`config.mk`:
```
export PLATFORM = sky130hd
export DESIGN_NAME = cv32e40p_rf_wb_buffer
export DESIGN_NICKNAME = d
export VERILOG_FILES = /design/src/rtl/cv32e40p_rf_wb_buffer.sv
export SDC_FILE = /design/constraint.sdc
export NUM_CORES = 1
export LEC_CHECK = 0
export BUFFER_PORTS_ARGS = -buffer_cell sky130_fd_sc_hd__buf_2
export CAP_MARGIN = 20
export CORE_ASPECT_RATIO = 1.2
export CORE_UTILIZATION = 49
export DETAILED_ROUTE_END_ITERATION = 10
export PLACE_DENSITY_LB_ADDON = 0.08
export REMOVE_ABC_BUFFERS = 1
export SLEW_MARGIN = 20
export SYNTH_ARGS = -nofsm -noshare
export SYNTH_HDL_FRONTEND = slang
export SYNTH_SLANG_ARGS = --single-unit
```
`constraint.sdc`:
```
create_clock -name clk -period 2.4 [get_ports clk]
set_input_delay 0.48 -clock clk [delete_from_list [all_inputs] [get_ports clk]]
set_output_delay 0.48 -clock clk [all_outputs]
set_load 0.1 [all_outputs]
```
`src/rtl/cv32e40p_rf_wb_buffer.sv`:
```
// rtl/cv32e40p_rf_wb_buffer.sv - write-back buffer and pending-register scoreboard for RF write port B
// Optional same-cycle bypass of an empty FIFO: CV32E40P_WB_BYPASS_EN
module cv32e40p_rf_wb_buffer #(
    parameter int ADDR_WIDTH = 5,
    parameter int DATA_WIDTH = 32,
    parameter int DEPTH      = 2
) (
    input  logic                     clk,
    input  logic                     rst_n,
    input  logic                     issue_valid_i,
    input  logic [ADDR_WIDTH-1:0]    issue_waddr_i,
    output logic                     issue_ready_o,
    input  logic                     rsp_valid_i,
    input  logic [ADDR_WIDTH-1:0]    rsp_waddr_i,
    input  logic [DATA_WIDTH-1:0]    rsp_wdata_i,
    output logic                     rsp_ready_o,
    output logic [ADDR_WIDTH-1:0]    waddr_b_o,
    output logic [DATA_WIDTH-1:0]    wdata_b_o,
    output logic                     we_b_o,
    input  logic [ADDR_WIDTH-1:0]    raddr_a_i,
    input  logic [ADDR_WIDTH-1:0]    raddr_b_i,
    input  logic [ADDR_WIDTH-1:0]    raddr_c_i,
    input  logic [2:0]               ren_i,
    input  logic [ADDR_WIDTH-1:0]    waddr_a_i,
    input  logic                     we_a_i,
    output logic                     hazard_o,
    output logic [2**ADDR_WIDTH-1:0] pending_o,
    output logic                     err_o
);

    localparam int NREG = 2**ADDR_WIDTH;
    localparam int PW   = $clog2(DEPTH);
    localparam int CW   = PW + 1;

    logic [NREG-1:0]       pending_q, pending_d;
    logic [ADDR_WIDTH-1:0] addr_mem [DEPTH];
    logic [DATA_WIDTH-1:0] data_mem [DEPTH];
    logic [PW-1:0]         head_q, tail_q;
    logic [CW-1:0]         count_q;
    logic                  err_q;
    logic                  fifo_empty;
    logic                  rsp_accept;
    logic                  push;
    logic                  pop;
    logic                  bypass;
    logic                  issue_set;

    assign fifo_empty  = (count_q == '0);
    assign rsp_ready_o = (count_q < CW'(DEPTH));
    assign rsp_accept  = rsp_valid_i & rsp_ready_o;

`ifdef CV32E40P_WB_BYPASS_EN
    // Gated by rst_n so a response presented during reset never reaches port B.
    assign bypass = rsp_accept & fifo_empty & rst_n;
`else
    assign bypass = 1'b0;
`endif

    assign push   = rsp_accept & ~bypass;
    assign pop    = ~fifo_empty;
    assign we_b_o = pop | bypass;

    always_comb begin
        waddr_b_o = '0;
        wdata_b_o = '0;
        if (pop) begin
            waddr_b_o = addr_mem[head_q];
            wdata_b_o = data_mem[head_q];
        end
`ifdef CV32E40P_WB_BYPASS_EN
        else if (bypass) begin
            waddr_b_o = rsp_waddr_i;
            wdata_b_o = rsp_wdata_i;
        end
`endif
    end

    assign issue_ready_o = ~pending_q[issue_waddr_i];
    assign issue_set     = issue_valid_i & issue_ready_o & (issue_waddr_i != '0);

    // Clear is taken when the entry is actually written, so a pending read stalls until the RF holds the value.
    always_comb begin
        pending_d = pending_q;
        if (issue_set) begin
            pending_d[issue_waddr_i] = 1'b1;
        end
        if (we_b_o) begin
            pending_d[waddr_b_o] = 1'b0;
        end
        pending_d[0] = 1'b0;
    end

    assign hazard_o = (ren_i[0] & pending_q[raddr_a_i])
                    | (ren_i[1] & pending_q[raddr_b_i])
                    | (ren_i[2] & pending_q[raddr_c_i])
                    | (we_a_i   & pending_q[waddr_a_i]);

    assign pending_o = pending_q;
    assign err_o     = err_q;

    always_ff @(posedge clk or negedge rst_n) begin
        if (!rst_n) begin
            pending_q <= '0;
            head_q    <= '0;
            tail_q    <= '0;
            count_q   <= '0;
            err_q     <= 1'b0;
        end else begin
            pending_q <= pending_d;
            head_q    <= head_q + PW'(pop);
            tail_q    <= tail_q + PW'(push);
            count_q   <= count_q + CW'(push) - CW'(pop);
            if (rsp_accept && (rsp_waddr_i != '0) && !pending_q[rsp_waddr_i]) begin
                err_q <= 1'b1;
            end
        end
    end

    always_ff @(posedge clk) begin
        if (push) begin
            addr_mem[tail_q] <= rsp_waddr_i;
            data_mem[tail_q] <= rsp_wdata_i;
        end
    end

endmodule

```
# Word level (Yosys, flattened, before mapping)
# Memory sizes are Yosys's and may differ from the RTL's.
# Index checks and enable logic that the tools add are counted.
classes:
  n_addsub: 4
  magnitude_cmp: 10
  mux: 22
  n_bitwise: 15
  reduce_logical: 8
ops:
  columns: ["cell", "n"]
  rows:
  - ["32-bit two-way mux", 3]
  - ["5-bit by 6-bit < comparator with 1-bit output (second input constant)", 7]
  - ["32-bit AND", 1]
  - ["32-bit inverter", 1]
  - ["32-bit bitwise OR", 1]
  - ["1-bit binary-select mux with 5-bit select", 6]
  - ["1-bit demux with 5-bit select", 2]
  - ["5-bit by 1-bit >= comparator with 1-bit output (second input constant)", 2]
  - ["1-bit two-way mux", 10]
  - ["5-bit nonzero test", 2]
  - ["1-bit AND", 7]
  - ["5-bit two-way mux", 1]
  - ["1-bit logical AND", 4]
  - ["1-bit bitwise OR", 3]
  - ["1-bit adder", 2]
  - ["2-bit by 1-bit adder with 2-bit output", 1]
  - ["2-bit zero test", 1]
  - ["2-bit < comparator (second input constant)", 1]
  - ["1-bit inverter", 2]
  - ["2-bit by 1-bit subtractor with 2-bit output", 1]
  - ["1-bit zero test", 1]
word_totals:
  ff_bits: 36
  ramBits: 74
  inputBits: 70
  out_inout_bits: 74
  memories: 2
memory_table:
  columns: ["name", "words", "word_bits", "read_ports", "rd_ports_with_merged_regs", "write_ports", "line_no", "rtl"]
  rows:
  - ["data_mem", 2, 32, 1, 0, 1, "37", "logic [DATA_WIDTH-1:0] data_mem [DEPTH];"]
  - ["addr_mem", 2, 5, 1, 0, 1, "36", "logic [ADDR_WIDTH-1:0] addr_mem [DEPTH];"]

# Longest topological paths before layout
depth:
  word_depth: 9
  mapped_depth: 7

# Worst setup path after synthesis
# Ideal clock, no wire load.
synth_path:
  path_kind: "reg-to-output"
  startpoint: "register pending_q[11] (netlist: pending_o[11])"
  endpoint: "output issue_ready_o"
  arrival_time_ns: 3.581
  slack_ns: -1.661
  path_stages_with_launch: 6
  path_cell_list: "dfrtp_1 > mux4_2 > a22o_1 > a221oi_4 > buf_6 > a21boi_1"
synth_via:
  elab_chain_len: 3
synth_lines:
  columns: ["item", "line_no", "rtl"]
  rows:
  - ["start, declared", "35", "logic [NREG-1:0] pending_q, pending_d;"]
  - ["start signal, assigned", "109", "pending_q <= pending_d;"]
  - ["1-bit binary-select mux with 5-bit select", "78", "assign issue_ready_o = ~pending_q[issue_waddr_i];"]
  - ["1-bit two-way mux (not written as such)", "78", null]
  - ["1-bit inverter", "78", null]
  - ["end, declared", "12", "output logic issue_ready_o,"]
# Every way passes these cells. The select of a mux whose other input is x is not followed.

# Worst setup path in the final report
layout_path:
  startpoint: "register pending_q[26] (netlist: pending_o[26])"
  endpoint: "output hazard_o"
layout_via:
  elab_chain_len: 6
layout_lines:
  columns: ["item", "line_no", "rtl"]
  rows:
  - ["1-bit binary-select mux with 5-bit select (on tied branches)", "93, 94", null]
  - ["1-bit two-way mux (on tied branches)", "93, 94", null]
  - ["1-bit AND (on tied branches)", "93, 94", null]
  - ["1-bit bitwise OR", "94", "| (ren_i[1] & pending_q[raddr_b_i])"]
  - ["1-bit bitwise OR", "95", "| (ren_i[2] & pending_q[raddr_c_i])"]
  - ["1-bit bitwise OR *", "96", "| (we_a_i & pending_q[waddr_a_i]);"]
  - ["end, declared", "26", "output logic hazard_o,"]
# Mark *: on every way between the ends. The rest lies on a longest branch, timed or not. The select of a mux whose other input is x is not followed.

==> summary.txt <==
Synthesis
  • Unique cell type count in the Yosys netlist: 53
  • Cell area after synthesis: 6000 sq um
  • Sequential area share after synthesis: 0.521
  • Number of synthesized flops with an enable pin: 74
  • Post-synthesis cell count: approximately 450
  • Ys async rst share: 0.327
  • Syn_area_per_cell: approximately 13 sq um
  • Synth Warn #: 0
  • Register bit total from synthesis: 110
  • Top_reg_cell synth: edfxtp_1

Critical path
  • Crit path required time: approximately 1.9 ns
  • Worst Setup SP: pending_o[26]
  • Reg2reg start: pending_o[8]
  • Register-to-Register Path Depth: 7
  • FF-to-FF setup slack: approximately 0.06 ns
  • Crit end category: primary output
  • Crit path kind: reg -> out
  • Setup crit end: hazard_o
  • CP startpoint kind: register
  • CP max FO: 4
  • FF-to-FF End: pending_o[13]
  • CP arrival: approximately 2.5 ns

GRT
  • GR Util All Layers: 0.294
  • Initial antenna violation count: 0
  • Largest net degree at the start of global routing: 33
  • Number of global-route vias before repair: ~4,700
  • GRT overflow: 0
  • First-pass GRT wire length: 26.4 mm

Floorplanning
  • DIE HEIGHT: 123 um
  • Core area: between 10,000 and 15,000 sq um
  • Die ar.: approximately 13,000 sq um
  • Site Rows: 43
  • DIE WIDTH: 103 um
  • Starting density of the core: 0.512
  • I/O pin count: 144

Clock network
  • Clock buffer depth: 2
  • H-tree Lvls: 3
  • Clk sinks: 110
  • Root Driver: clkbuf_16
  • Worst skew pair latency: approximately 0.36 ns
  • Cts bufs inserted: 9
  • Clk slew on worst S/H paths: 0.09 ns
  • TritonCTS clock tree: yes

Route
  • # DRC: 0
  • DR WL/cell: ~22 um
  • Drt first pass iters: 5
  • Total Wirelength: 18.0 mm
  • Routed vias/inst: between 5 and 6
  • Detail Route Antenna Nets: 0
  • Via count: around 5,000
  • Initial DRC count: 427

Finish
  • Final cell count without fillers: approximately 820
  • Net count reported at finish: 733
  • Commonest non-fill, non-tap cell in the layout: buf_2
  • Layout cell share with drive strength beyond 1: 0.488
  • Most frequent cells in the layout: 119 x buf_2, 80 x buf_4, 74 x edfxtp_1, 55 x mux2i_1, 50 x a21oi_1
  • Area Growth Syn to Fin: 32.3%
  • # diodes: 0

Timing
  • Setup slack after layout: -0.599 ns
  • Hold Slack: between 0.1 and 0.15 ns
  • F_max: 0.333 GHz
  • Tcrit/Tclk final: 1.25
  • Clock skew: approximately 0.019 ns
  • Final hold vios: 0
  • Slew Viols, Final: 0
  • Setup-failing EPs final: 2
  • Minimum clock period: 3.00 ns
  • Worst slew margin: 0.552
  • Least-Margin Pin Slew: ~0.67 ns
  • Unrepaired setup endpoints after global routing: yes

Placement
  • RD Place Congestion: around 1
  • I/O Buffers: 142
  • Placed Instances: roughly 800
  • Post-DP HPWL: ~13 mm
  • Setup WS pre-CTS: -0.604 ns

Power and ir drop
  • NetSw: just over 6000 uW
  • Total power per unit cell area: 1490 nW/um^2
  • Sequential fraction of design power: 0.268
  • Total power: about 12,000 uW
  • Comb pwr share: 0.606
  • Worst IR Drop VDD: 1.65 mV
  • Clk pwr share: 0.126
  • Int Power: roughly 5600 uW
  • LEAKAGE: about 0.0034 uW
  • Sw Ratio: 0.525

Hold path
  • HP Class: in -> async

Run
  • Maxcap violations: 0

Status
  • Failing checks: setup timing
  • Status: finished, violations left
[cells by family after synthesis]
family / count (synthesis) / share of synthesized area
flip-flops: 110 / 0.521
multiplexers: 103 / 0.263
AND/OR/NAND/NOR: 101 / 0.0838
AO/OA/AOI/OAI: 87 / 0.0874
buffers and inverters: 42 / 0.0388
adder cells (fa/ha/maj): 2 / 0.00417
other: 1 / 0.000625
XOR/XNOR: 1 / 0.00146
[Yosys cell counts (all sizes together), types with 2 or more instances]
| cell type | instances | share of area |
|---|---|---|
| a221oi | 2 | 0.0058 |
| a31oi | 17 | 0.018 |
| dfrtp | 36 | 0.15 |
| a211oi | 3 | 0.0038 |
| o211ai | 2 | 0.0025 |
| nand2 | 18 | 0.011 |
| nor3b | 3 | 0.0038 |
| a22o | 2 | 0.0029 |
| nand4 | 2 | 0.0021 |
| nor2 | 45 | 0.028 |
| and2 | 2 | 0.0021 |
| mux4 | 41 | 0.16 |
| edfxtp | 74 | 0.37 |
| nand3b | 4 | 0.0050 |
| nor4b | 2 | 0.0050 |
| mux2i | 55 | 0.092 |
| o21ai | 2 | 0.0017 |
| and3 | 4 | 0.0042 |
| nor2b | 3 | 0.0031 |
| ha | 2 | 0.0042 |
| inv | 11 | 0.0069 |
| nor3 | 9 | 0.0075 |
| mux2 | 7 | 0.014 |
| clkbuf | 12 | 0.0092 |
| a21oi | 52 | 0.043 |
| nand3 | 3 | 0.0025 |
| buf | 19 | 0.023 |
[state kept, by name (all words and copies together) (netlist names)]
register / flops
data_mem: 64
pending_o: 31
addr_mem: 10
count_q: 2
err_o: 1
head_q: 1
tail_q: 1
[worst min path at each step]
| stage | from | endpoint | slack, ns | cells after the start |
|---|---|---|---|---|
| 3_3_place_gp | err_o | err_o | 0.44 | 1 |
| 4_1_cts | rst_n | pending_o[23] | 0.16 | 1 |
| 2_1_floorplan | rst_n | count_q[0] | 0.18 | 0 |
| 3_5_place_dp | err_o | err_o | 0.44 | 1 |
| 5_1_grt | rst_n | pending_o[23] | 0.19 | 1 |
| 6_report | rst_n | pending_o[23] | 0.14 | 1 |
[what timing repair did]
action	CTS	global route
gates resized for setup	27	32
buffers inserted	8	3
pin swaps	2	0
setup endpoints to repair	28	33
hold buffers	0	0
[through the flow]
stage	utilization	cell area, sq um	TNS, ns
6_report	0.677	7940	-1.07
5_1_grt	0.677	7940	-1.18
4_1_cts	0.668	7840	-1.04
3_5_place_dp	0.632	7410	-1.08
3_3_place_gp	0.632	7410	-0.957
2_1_floorplan	-	5810	-79.13
[layout make-up]
type / instances / area [sq um]
Fill cell: 914 / 3790
Sequential cell: 110 / 3140
Multi-Input combinational cell: 295 / 2690
Timing Repair Buffer: 234 / 1560
Clock buffer: 9 / 225
Tap cell: 157 / 196
Clock inverter: 7 / 82.6
Inverter: 11 / 41.3
[worst max-delay path, stage by stage (launching register included)]
cell	delay, ns
dfrtp_2	0.46
mux4_2	0.46
mux2_4	0.28
a22o_1	0.18
nand3_1	0.07
nand4_1	0.13
or3_4	0.41
buf_12	0.17
[power by group through the flow]
stage	sequential [uW]	clock, uW	combinational (uW)
2_1_floorplan	4920	0	2880
3_3_place_gp	3160	0	6810
3_5_place_dp	3170	0	6840
4_1_cts	3140	1510	7030
5_1_grt	3200	1580	7460
6_report	3170	1490	7180
[routing by layer]
metal	GRT usage	share of wire	up-vias
met2	0.484	0.51	302
met4	0.132	0.037	0
met3	0.0724	0.085	49
met5	0	0	-
met1	0.366	0.37	2381
li1	-	-	2183
Power figures use the tool's default switching activity.
